**src/rtl/rng_debias_packer.sv**
```systemverilog
// Conditions a raw entropy bit stream: optional von Neumann debiasing, MSB-first
// byte packing, a small FWFT byte FIFO and a repetition-count health test.
module rng_debias_packer #(
  parameter int FIFO_DEPTH = 4,
  parameter int REP_LIMIT  = 32
) (
  input  logic                          clk,
  input  logic                          rst,
  input  logic                          raw_bit,
  input  logic                          raw_valid,
  input  logic                          bypass,
  output logic [7:0]                    out_data,
  output logic                          out_valid,
  input  logic                          out_ready,
  output logic [$clog2(FIFO_DEPTH):0]   fifo_level,
  output logic                          overflow,
  output logic                          health_fail
);

  localparam int PW = $clog2(FIFO_DEPTH);
  localparam int LW = PW + 1;
  localparam int RW = $clog2(REP_LIMIT) + 1;
  localparam logic [RW-1:0] RUN_ONE = RW'(1);
  localparam logic [RW-1:0] RUN_MAX = RW'(REP_LIMIT);
  localparam logic [LW-1:0] LVL_FULL = LW'(FIFO_DEPTH);

  logic          bypass_q, bypass_d;
  logic          hold_vld_q, hold_vld_d;
  logic          hold_bit_q, hold_bit_d;
  logic [7:0]    shreg_q, shreg_d;
  logic [2:0]    bcnt_q, bcnt_d;
  logic [RW-1:0] run_q, run_d;
  logic          last_q, last_d;
  logic          hf_q, hf_d;
  logic          ovf_q, ovf_d;
  logic [PW-1:0] wr_q, wr_d;
  logic [PW-1:0] rd_q, rd_d;
  logic [LW-1:0] lvl_q, lvl_d;
  logic [7:0]    mem_q [FIFO_DEPTH];

  logic          hold_eff;
  logic          trip;
  logic          emit_vld;
  logic          emit_bit;
  logic          push_req;
  logic          push_ok;
  logic          pop;
  logic          full;
  logic [7:0]    push_byte;

  always_comb begin
    bypass_d   = bypass;
    hold_vld_d = hold_vld_q;
    hold_bit_d = hold_bit_q;
    shreg_d    = shreg_q;
    bcnt_d     = bcnt_q;
    run_d      = run_q;
    last_d     = last_q;
    hf_d       = hf_q;
    ovf_d      = ovf_q;
    wr_d       = wr_q;
    rd_d       = rd_q;
    lvl_d      = lvl_q;
    trip       = 1'b0;
    emit_vld   = 1'b0;
    emit_bit   = 1'b0;
    push_req   = 1'b0;
    push_ok    = 1'b0;

    // Repetition test on the raw stream, independent of debiasing.
    if (raw_valid) begin
      if ((run_q != '0) && (raw_bit == last_q)) begin
        run_d = (run_q == RUN_MAX) ? run_q : run_q + RUN_ONE;
      end else begin
        run_d = RUN_ONE;
      end
      last_d = raw_bit;
      trip   = (run_d == RUN_MAX);
    end
    hf_d = hf_q | trip;

    // A mode switch invalidates a half-collected pair.
    hold_eff   = hold_vld_q && (bypass == bypass_q);
    hold_vld_d = hold_eff;

    if (raw_valid && !hf_q && !trip) begin
      if (bypass) begin
        emit_vld = 1'b1;
        emit_bit = raw_bit;
      end else if (!hold_eff) begin
        hold_vld_d = 1'b1;
        hold_bit_d = raw_bit;
      end else begin
        hold_vld_d = 1'b0;
        emit_vld   = (hold_bit_q != raw_bit);
        emit_bit   = hold_bit_q;
      end
    end

    push_byte = {shreg_q[6:0], emit_bit};
    if (emit_vld) begin
      shreg_d  = push_byte;
      bcnt_d   = bcnt_q + 3'd1;
      push_req = (bcnt_q == 3'd7);
    end

    pop  = (lvl_q != '0) && out_ready;
    full = (lvl_q == LVL_FULL);
    // A pop frees the slot in the same cycle, so a full FIFO can still accept.
    push_ok = push_req && (!full || pop);
    ovf_d   = ovf_q | (push_req && full && !pop);

    if (push_ok) wr_d = wr_q + PW'(1);
    if (pop)     rd_d = rd_q + PW'(1);
    lvl_d = lvl_q + LW'(push_ok) - LW'(pop);
  end

  always_ff @(posedge clk or posedge rst) begin
    if (rst) begin
      bypass_q   <= 1'b0;
      hold_vld_q <= 1'b0;
      hold_bit_q <= 1'b0;
      shreg_q    <= '0;
      bcnt_q     <= '0;
      run_q      <= '0;
      last_q     <= 1'b0;
      hf_q       <= 1'b0;
      ovf_q      <= 1'b0;
      wr_q       <= '0;
      rd_q       <= '0;
      lvl_q      <= '0;
      for (int i = 0; i < FIFO_DEPTH; i++) mem_q[i] <= '0;
    end else begin
      bypass_q   <= bypass_d;
      hold_vld_q <= hold_vld_d;
      hold_bit_q <= hold_bit_d;
      shreg_q    <= shreg_d;
      bcnt_q     <= bcnt_d;
      run_q      <= run_d;
      last_q     <= last_d;
      hf_q       <= hf_d;
      ovf_q      <= ovf_d;
      wr_q       <= wr_d;
      rd_q       <= rd_d;
      lvl_q      <= lvl_d;
      if (push_ok) mem_q[wr_q] <= push_byte;
    end
  end

  assign out_data    = mem_q[rd_q];
  assign out_valid   = (lvl_q != '0);
  assign fifo_level  = lvl_q;
  assign overflow    = ovf_q;
  assign health_fail = hf_q;

endmodule

```
**config.mk**
```make
export PLATFORM = sky130hd
export DESIGN_NAME = rng_debias_packer
export DESIGN_NICKNAME = d
export VERILOG_FILES = /design/src/rtl/rng_debias_packer.sv
export SDC_FILE = /design/constraint.sdc
export NUM_CORES = 1
export LEC_CHECK = 0
export BUFFER_PORTS_ARGS = -buffer_cell sky130_fd_sc_hd__clkbuf_2
export CORE_ASPECT_RATIO = 2
export CORE_UTILIZATION = 40
export CTS_CLUSTER_DIAMETER = 50
export DETAILED_ROUTE_END_ITERATION = 6
export SLEW_MARGIN = 5
export SYNTH_ARGS = -nofsm -noshare
export SYNTH_HDL_FRONTEND = slang
export SYNTH_SLANG_ARGS = --single-unit
export TNS_END_PERCENT = 100
```
**constraint.sdc**
```tcl
create_clock -name clk -period 6.4 [get_ports clk]
set_input_delay 0.32 -clock clk [delete_from_list [all_inputs] [get_ports clk]]
set_output_delay 0.32 -clock clk [all_outputs]
set_load 0.01 [all_outputs]
```
# After elaboration in Yosys (flattened, before gate mapping)
# Index checks and enable logic that the tools add are counted.
[op_classes] reduce_logical=17 muxes=20 n_addsub=6 n_lt_le_gt_ge=3 n_bitwise=6 n_eq_ne=7
[ops] operator="32-bit bitwise mux" count=1
[ops] operator="8-bit two-way mux" count=3
[ops] operator="6-bit two-way mux" count=3
[ops] operator="8-bit binary-select mux with 2-bit select" count=1
[ops] operator="8-bit demux with 2-bit select" count=1
[ops] operator="6-bit == test (second input constant)" count=2
[ops] operator="1-bit two-way mux" count=11
[ops] operator="1-bit logical AND" count=9
[ops] operator="6-bit by 1-bit adder with 6-bit output (second input constant)" count=1
[ops] operator="3-bit == test (second input constant)" count=2
[ops] operator="3-bit greater-or-equal comparator (second input constant)" count=2
[ops] operator="2-bit NOT with 3-bit output" count=2
[ops] operator="6-bit nonzero test" count=1
[ops] operator="2-bit by 1-bit adder with 2-bit output (second input constant)" count=2
[ops] operator="1-bit logical NOT" count=4
[ops] operator="3-bit by 1-bit adder with 3-bit output" count=1
[ops] operator="3-bit by 1-bit adder with 3-bit output (second input constant)" count=1
[ops] operator="3-bit by 1-bit less-than comparator with 1-bit output (second input constant)" count=1
[ops] operator="3-bit AND reduction" count=1
[ops] operator="3-bit nonzero test" count=1
[ops] operator="3-bit by 1-bit subtractor with 3-bit output" count=1
[ops] operator="1-bit == test" count=2
[ops] operator="1-bit NOT" count=2
[ops] operator="1-bit bitwise OR" count=2
[ops] operator="2 further kinds" count=2
[totals] inputBits=6 output_inout_bits=14 reg_bits=61

# Logic depth before layout (Yosys ltp)
# Gate-level depths: netlist of run 1.
[depth] ltp_word=13 depth_mapped=14 mapped_depth_nobuf=14

# Least setup slack after synthesis of run 1
# Ideal clock, no wire load.
[synth_timing] kind="register to register" from="register run_q[0]" to="register lvl_q[2], in the netlist fifo_level[2]" path_stages_with_launch=15 path_slack_ps=3419 t_arrival_ps=2852 setup_time_ps=129 path_cell_list="dfrtp_1 > inv_1 > ha_1 > nand2b_4 > a221oi_4 > a211oi_4 > a2111oi_4 > inv_1 > ha_1 > inv_1 > ha_1 > inv_1 > fa_1 > xnor2_1 > xnor2_1"
[synth_between] elab_chain_cells=13 elab_cells_between_ends=16 cone_classes="add/sub (3); eq/ne (2); mux (6); reduce/logical (5)"
[synth_rtl] element="start: declaration" line_no="32" source="logic [RW-1:0] run_q, run_d;"
[synth_rtl] element="start signal: assignment" line_no="139" source="run_q <= run_d;"
[synth_rtl] element="6-bit by 1-bit adder with 6-bit output (tied with other cells)" line_no="73" source="run_d = (run_q == RUN_MAX) ? run_q : run_q + RUN_ONE;"
[synth_rtl] element="6-bit two-way mux or 1-bit logical AND (tied branches)" line_no="73, 72"
[synth_rtl] element="6-bit two-way mux *" line_no="72" source="if ((run_q != '0) && (raw_bit == last_q)) begin"
[synth_rtl] element="6-bit two-way mux *" line_no="71" source="if (raw_valid) begin"
[synth_rtl] element="6-bit == test *" line_no="78" source="trip = (run_d == RUN_MAX);"
[synth_rtl] element="1-bit two-way mux *" line_no="71"
[synth_rtl] element="1-bit logical NOT *" line_no="86" source="if (raw_valid && !hf_q && !trip) begin"
[synth_rtl] element="1-bit logical AND *" line_no="86"
[synth_rtl] element="1-bit two-way mux *" line_no="86"
[synth_rtl] element="1-bit two-way mux *" line_no="101" source="if (emit_vld) begin"
[synth_rtl] element="1-bit logical AND *" line_no="110" source="push_ok = push_req && (!full || pop);"
[synth_rtl] element="3-bit by 1-bit adder with 3-bit output *" line_no="115" source="lvl_d = lvl_q + LW'(push_ok) - LW'(pop);"
[synth_rtl] element="3-bit by 1-bit subtractor with 3-bit output *" line_no="115"
[synth_rtl] element="net lvl_d[2]" line_no="38" source="logic [LW-1:0] lvl_q, lvl_d;"
[synth_rtl] element="end signal: assignment" line_no="145" source="lvl_q <= lvl_d;"
[synth_rtl] element="end: declaration" line_no="38"
# The timed path passes the listed nets; every way through them passes the cells marked *. The select of a mux whose other input is x is not followed.
# A chain may end at the register's enable or synchronous reset.

# Worst setup path after layout of run 1
# Same ends and word-level chain as after synthesis.

==> qor.log, run 1 <==
INFO  run_status     status=complete, no violations
INFO  yosys          synth_top_area_share=48.37%
INFO  pwr            power.total=1608uW
INFO  sta            final_hold_viol_count=0
INFO  worst_hold_path min_path_type=primary input to asynchronous set/reset pin
INFO  final_layout   drive_above_1_share=34.41%
INFO  yosys          most_instantiated_cells_after_synthesis=61 x dfrtp_1, 32 x mux2_4, 13 x nand2_1, 12 x inv_1, 10 x ha_1
INFO  flow_run       maxCapViolations=0
INFO  die            num_io_pins=20
INFO  global_routing global_route_wire_length_before_repair=9853um
INFO  pwr            clock_power_share=28.2%
INFO  yosys          synthTopCellsByArea=dfrtp_1 48%, mux2_4 15%, mux4_2 5.7%
INFO  clock_tree     clk-insertion-delay-late=330ps
INFO  sta            slew-limit-headroom=48.87%
INFO  pwr            internal-power=1105uW
INFO  sta            min_period=3189ps
INFO  pwr            power.leakage=0.001643uW
INFO  detailed_routing drcViolationCount=0
INFO  clock_tree     cts_tree=built
INFO  global_routing globalRouteMet3Util=3.482%
INFO  yosys          synth-main-ff-cell=dfrtp_1
INFO  detailed_routing via_per_inst=5.223
INFO  yosys          asyncSetResetFlopFracSynth=100.0%
INFO  yosys          synth_edf_count=0
INFO  clock_tree     clk_path_buf_depth=2
INFO  clock_tree     cts_sinks=61
INFO  sta            worstMarginPinSlew=756.3ps
INFO  sta            setup-tns-final=0ps
INFO  placement      place.gp.congestion=0.8078
INFO  global_routing grt_busiest_layer=met2
INFO  sta            max_freq=313.6MHz
INFO  clock_tree     clk_transition_reported_paths=50ps
INFO  die            start_util=41.51%
INFO  critical_path  path_max_fanout=8
INFO  final_layout   number_of_nets_in_the_final_layout=261
INFO  sta            worst_hold_slack=185.0ps
INFO  die            num_rows=45
INFO  yosys          synth.net_count=240
INFO  global_routing grt_util_met1=18.70%
INFO  detailed_routing drt.antenna.violating_nets=0
INFO  global_routing overflow_left_after_global_routing=0
INFO  yosys          synth.cell_area=3156um^2
INFO  final_layout   area_growth_syn_to_layout=13.36%
INFO  placement      port_buffers=19
INFO  sta            timing.final.max_slew_violations=0
INFO  detailed_routing avgRoutedWirePerCell=17.14um
INFO  die            chipWidth=64.81um
INFO  critical_path  worstSetupStartpointType=register
INFO  die            fp.coreArea=7601um^2
INFO  critical_path  crit_slowest_cell=a2111oi_4
INFO  critical_path  critical_path.cell_chain=inv_1 -> ha_1 -> nand2b_4 -> a221oi_4 -> a211oi_4 -> a2111oi_4 -> inv_1 -> ha_1 -> inv_1 -> ha_1 -> inv_1 -> fa_1 -> xnor2_1 -> xnor2_1
INFO  sta            layout_worst_path_cycle_share=49.82%
INFO  yosys          ys_warn_count=0
INFO  pwr            comb_power_share=29.9%
INFO  clock_tree     htree_levels=3
INFO  sta            setup_viol=0
INFO  yosys          yosysMostFrequentCell=dfrtp_1
INFO  pwr            power.switching=503.2uW
INFO  critical_path  data_arrival_at_the_endpoint_of_the_critical_path=3390ps
INFO  pwr            sw_frac_of_total=31.29%
INFO  global_routing number_of_antenna_violations_at_the_first_check_in_global_routing=0
INFO  pwr            ir_drop=156.3uV
INFO  clock_tree     numCtsBuffers=9
INFO  detailed_routing detailedRoute.firstIterationViolations=47
INFO  global_routing global_route.usage.met2=27.14%
INFO  pwr            cellPowerDensity=449.5nW/um^2
INFO  yosys          synth_cell_type_count=43
INFO  clock_tree     post_cts_buffers=0
INFO  yosys          ys_seq_area_share=48.37%
INFO  critical_path  worstSetupEndpointType=register
INFO  yosys          synthesis.area_per_instance=14.15um^2
INFO  yosys          synth_top_area_cell=dfrtp_1
INFO  critical_path  cp_data_required_time=6600ps
INFO  detailed_routing totalWireLength=5844um
INFO  global_routing globalRouteTotalUtil=16.47%
INFO  sta            worst_slack=3211ps
INFO  final_layout   insertedDiodeCount=0
INFO  sta            grt_setup_unrepaired=no
INFO  critical_path  most_used_cell_cp=inv_1
INFO  yosys          cells_after_synthesis=223
INFO  global_routing grt_pass1_vias=1926
INFO  clock_tree     cts_repair_resize_count=0
INFO  critical_path  worst_path_largest_cell_delay=460ps
INFO  placement      hpwlAfterDp=4120um
INFO  detailed_routing drt-pass1-iter-count=6
INFO  detailed_routing num_vias=1781
INFO  yosys          synth-seq-cells=61
INFO  die            chipHeight=127.6um
INFO  pwr            seq_power_share=41.9%
INFO  placement      place_worst_setup_slack=3181ps
INFO  critical_path  worstSetupPathType=register to register
INFO  clock_tree     ctsRootBufferMaster=clkbuf_16
INFO  sta            fin_worst_skew=5.340ps
INFO  die            die_area=8270um^2
INFO  global_routing grt_max_degree=62
INFO  clock_tree     holdBufCountCts=0
power groups by stage:
stage / clock (uW) / sequential, uW / combinational [uW]
floorplan: 0 / 605 / 430
global placement: 0 / 678 / 473
detailed placement: 0 / 681 / 487
CTS: 461 / 677 / 489
global route: 478 / 701 / 530
finish: 453 / 674 / 481
per-layer routing:
layer	wire [um]	share of wire, %
met5	0	0
met4	195	3.3
met3	137	2.3
met2	3137	54
met1	2373	41
flip-flops by register name, summed over array words and instances, names as in the netlist, 2 cells and up:
register and cells:
fifo_level 3, bcnt_q 3, mem_q 32, shreg_q 7, wr_q 2, run_q 6, rd_q 2
cell families (layout without fill, tap and decap cells):
logic type / after synthesis / count (layout) / synth area share (%)
buffers and inverters: 23 / 47 / 4.321
muxes: 53 / 53 / 25.46
and+or+nand+nor: 40 / 40 / 7.137
adders and majority gates: 11 / 11 / 4.600
AOI/OAI and AO/OA: 24 / 24 / 7.058
DFF: 61 / 61 / 48.37
xor gates and xnor gates: 11 / 11 / 3.053
through the flow:
stage	util, %	area [um^2]	cells
5_1_grt	47.06	3577	341
3_3_place_gp	43.31	3292	327
3_5_place_dp	43.31	3292	327
4_1_cts	47.06	3577	341
2_1_floorplan	-	3156	223
6_report	47.06	3577	341
final timing paths:
kind / startpoint / end / slack, ps / cells past startpoint
max in group asynchronous: rst / run_q[1] / 5700 / 3
worst min register to register: overflow / overflow / 470 / 1
worst max-delay path: run_q[0] / fifo_level[2] / 3210 / 14
worst max register to register: run_q[0] / fifo_level[2] / 3210 / 14
min in group clk: bypass / bypass_q / 190 / 1
worst min-delay path: rst / hold_vld_q / 190 / 3
worst max-delay path: cells and delay by family, from the launching register on:
kind	cells	cell delay, ps
flip-flops	1	400
AO/OA/AOI/OAI	3	870
adder cells (fa/ha/maj)	4	1090
buffers and inverters	4	360
AND/OR/NAND/NOR	1	70
XOR/XNOR	2	280
cells in the final DEF, fill, tap and decap left out, drive strengths merged, types with 3 or more instances in the layout:
| cell type | count |
|---|---|
| a21oi | 7 |
| and2 | 5 |
| clkbuf | 32 |
| dfrtp | 61 |
| ha | 10 |
| inv | 12 |
| mux2 | 42 |
| mux2i | 3 |
| mux4 | 8 |
| nand2 | 13 |
| nand3 | 3 |
| nor2 | 8 |
| nor2b | 3 |
| o21ai | 4 |
| xnor2 | 7 |
| xor2 | 4 |
final cells by class:
| class | count | area, um^2 |
|---|---|---|
| clock buffer | 13 | 280.3 |
| clock inverter | 1 | 5.005 |
| fill | 685 | 4024 |
| inverter | 12 | 45.04 |
| multi-input combinational | 139 | 1493 |
| sequential | 61 | 1526 |
| tap | 94 | 117.6 |
| timing repair buffer | 21 | 110.1 |
No activity file was read; power rests on OpenSTA's default activity.
==> run 2, diff against run 1 <==
- clock period: 6.4 -> 2.6 ns (I/O delays scaled with it)
==> run 2 against run 1 <==
The run now ends with setup timing left. Global-route usage up 1.2 points. Register-to-register slack got worse by 3400 ps. Sequential power is 140% higher. Critical endpoint unchanged. First-iteration DRC count up 45%. Largest power group unchanged. Critical path depth did not move. Non-clock buffer count is 24 higher. Worst hold slack got worse by 170 ps. Flip-flop and latch count unchanged. Total power grew to 2.6 times the previous value. Clock power increased by 150%.
==> qor.log, run 2 (synthesis gave the netlist of run 1 again) <==
INFO  sta            worst_slack=-160.2ps
INFO  clock_tree     clk_path_buf_depth=2
INFO  final_layout   max_flop_register=mem_q
INFO  sta            fin_worst_skew=6.845ps
INFO  critical_path  cp_data_required_time=2840ps
INFO  clock_tree     ctsRootBufferMaster=clkbuf_16
INFO  critical_path  data_arrival_at_the_endpoint_of_the_critical_path=3000ps
INFO  detailed_routing drcViolationCount=0
INFO  sta            setup-tns-final=-213.4ps
INFO  critical_path  r2r-end=fifo_level[2]
INFO  detailed_routing totalWireLength=6262um
INFO  sta            layout_worst_path_cycle_share=106.2%
INFO  critical_path  path_max_fanout=4
INFO  pwr            clock_power_share=26.8%
INFO  run_status     status=complete, but fails checks
INFO  global_routing overflow_left_after_global_routing=0
INFO  die            num_io_pins=20
INFO  global_routing global_route_wire_length_before_repair=10520um
INFO  global_routing grt_max_degree=38
INFO  pwr            power.switching=1301uW
INFO  sta            grt_setup_unrepaired=yes
INFO  pwr            sw_frac_of_total=31.20%
INFO  placement      hpwlAfterDp=4385um
INFO  sta            setup_viol=2
INFO  final_layout   leading_cell_type_in_the_layout_fill_and_taps_excluded=dfrtp_1
INFO  clock_tree     clk-insertion-delay-late=320ps
INFO  final_layout   number_of_nets_in_the_final_layout=285
INFO  die            chipHeight=127.6um
INFO  clock_tree     cts_sinks=61
INFO  run_status     failed_checks=setup timing
INFO  detailed_routing drt.antenna.violating_nets=0
INFO  critical_path  worstSetupPathType=register to register
INFO  detailed_routing avgRoutedWirePerCell=17.11um
INFO  pwr            ir_drop=545.1uV
INFO  die            chipWidth=64.81um
INFO  global_routing globalRouteTotalUtil=17.64%
INFO  placement      port_buffers=19
INFO  detailed_routing num_vias=1853
INFO  final_layout   insertedDiodeCount=0
INFO  placement      place.gp.congestion=0.7850
INFO  final_layout   top_regs=mem_q x32, shreg_q x7, run_q x6
INFO  sta            timing.final.max_slew_violations=0
INFO  pwr            internal-power=2868uW
INFO  detailed_routing drt-pass1-iter-count=4
INFO  critical_path  r2r_cells=14
INFO  final_layout   final_util=50.70%
INFO  sta            min_period=2760ps
INFO  die            die_area=8270um^2
INFO  clock_tree     clk_transition_reported_paths=50ps
INFO  critical_path  regToRegSetupSlack=-160ps
INFO  final_layout   largest_register_ff_count=32
INFO  detailed_routing detailedRoute.firstIterationViolations=68
INFO  die            fp.coreArea=7601um^2
INFO  sta            worstMarginPinSlew=631.2ps
INFO  worst_hold_path hold_path_startpoint=bypass
INFO  pwr            seq_power_share=39.3%
INFO  pwr            power.leakage=0.001771uW
INFO  sta            slew-limit-headroom=57.92%
INFO  clock_tree     cts_tree=built
INFO  pwr            cellPowerDensity=1082nW/um^2
INFO  sta            max_freq=362.3MHz
INFO  clock_tree     numCtsBuffers=9
INFO  flow_run       maxCapViolations=0
INFO  final_layout   most-common-layout-cells=60 x dfrtp_1, 32 x mux2_4, 21 x buf_4
INFO  sta            final_hold_viol_count=0
INFO  critical_path  worstSetupEndpointType=register
INFO  global_routing grt_pass1_vias=2045
INFO  critical_path  worstSetupStartpointType=register
INFO  detailed_routing via_per_inst=5.063
INFO  placement      place_worst_setup_slack=-230.4ps
INFO  worst_hold_path worstHoldEndpoint=bypass_q
INFO  critical_path  worst_flop_to_flop_path_startpoint=run_q[1]
INFO  final_layout   drive_above_1_share=42.65%
INFO  global_routing number_of_antenna_violations_at_the_first_check_in_global_routing=0
INFO  clock_tree     htree_levels=3
INFO  final_layout   area_growth_syn_to_layout=22.13%
INFO  die            num_rows=45
INFO  die            start_util=41.51%
INFO  worst_hold_path hold-path-cell-count=1
INFO  placement      total_instance_count_after_detailed_placement=348
INFO  worst_hold_path min_path_type=primary input to register
INFO  pwr            power.total=4169uW
INFO  pwr            comb_power_share=33.9%
INFO  final_layout   layoutNonFillerInstCount=366
## run 2: cell types whose count changed in the layout (fill, tap and decap cells not counted), moves of 2 or more
cell      delta
inv_2        +2
inv_1        -2
ha_1         -2
clkbuf_8     -4
buf_4       +19
clkbuf_1     +4
ha_4         +2
buf_12       +4
## run 2: repair_timing
action,CTS,global route
endpoints found under the hold margin,24,0
setup endpoints to repair,2,34
buffers inserted,1,1
pin swaps,6,1
hold buffers,1,0
gates resized for setup,8,0
gates cloned,0,0
## run 2: metrics by stage
stage	instance area [um^2]	hold WS, ps
3_3_place_gp	3515	188.3
3_5_place_dp	3515	173.2
5_1_grt	3854	10.55
6_report	3854	14.37
4_1_cts	3846	4.031
2_1_floorplan	3171	161.4
## run 2: routing by layer
layer	wire length [um]	GRT usage (%)	vias up
met5	0	0	-
met4	199	9.542	0
met3	131	3.929	13
met2	3413	30.27	22
met1	2517	19.75	950
li1	-	-	868
## run 2: final cells by class
type,instances,area (um^2)
sequential,61,1528
multi-input combinational,139,1545
timing repair buffer,45,342.8
fill,662,3747
tap,94,117.6
inverter,12,45.04
clock buffer,13,240.2
clock inverter,2,35.03
## run 2: worst max-delay path by stage
stage / from / endpoint
floorplan: run_q[0] / fifo_level[2]
global placement: run_q[1] / fifo_level[2]
detailed placement: run_q[1] / fifo_level[2]
CTS: run_q[1] / fifo_level[2]
global route: run_q[1] / fifo_level[2]
finish: run_q[1] / fifo_level[2]
## run 2: worst max-delay path: stages (launching register included)
cell and delay, ps:
dfrtp_1 410, inv_2 80, ha_4 160, nand2b_4 60, a221oi_4 310, a211oi_4 70, a2111oi_4 310, inv_1 80
ha_1 290, inv_1 60, ha_1 140, inv_1 60, fa_2 350, xnor2_2 180, xnor2_1 140
## run 2: power groups by stage
stage | clock [uW] | sequential, uW | combinational, uW
finish | 1120 | 1640 | 1410
detailed placement | 0 | 1650 | 1370
CTS | 1150 | 1650 | 1420
global route | 1190 | 1700 | 1550
floorplan | 0 | 1490 | 1080
global placement | 0 | 1640 | 1340
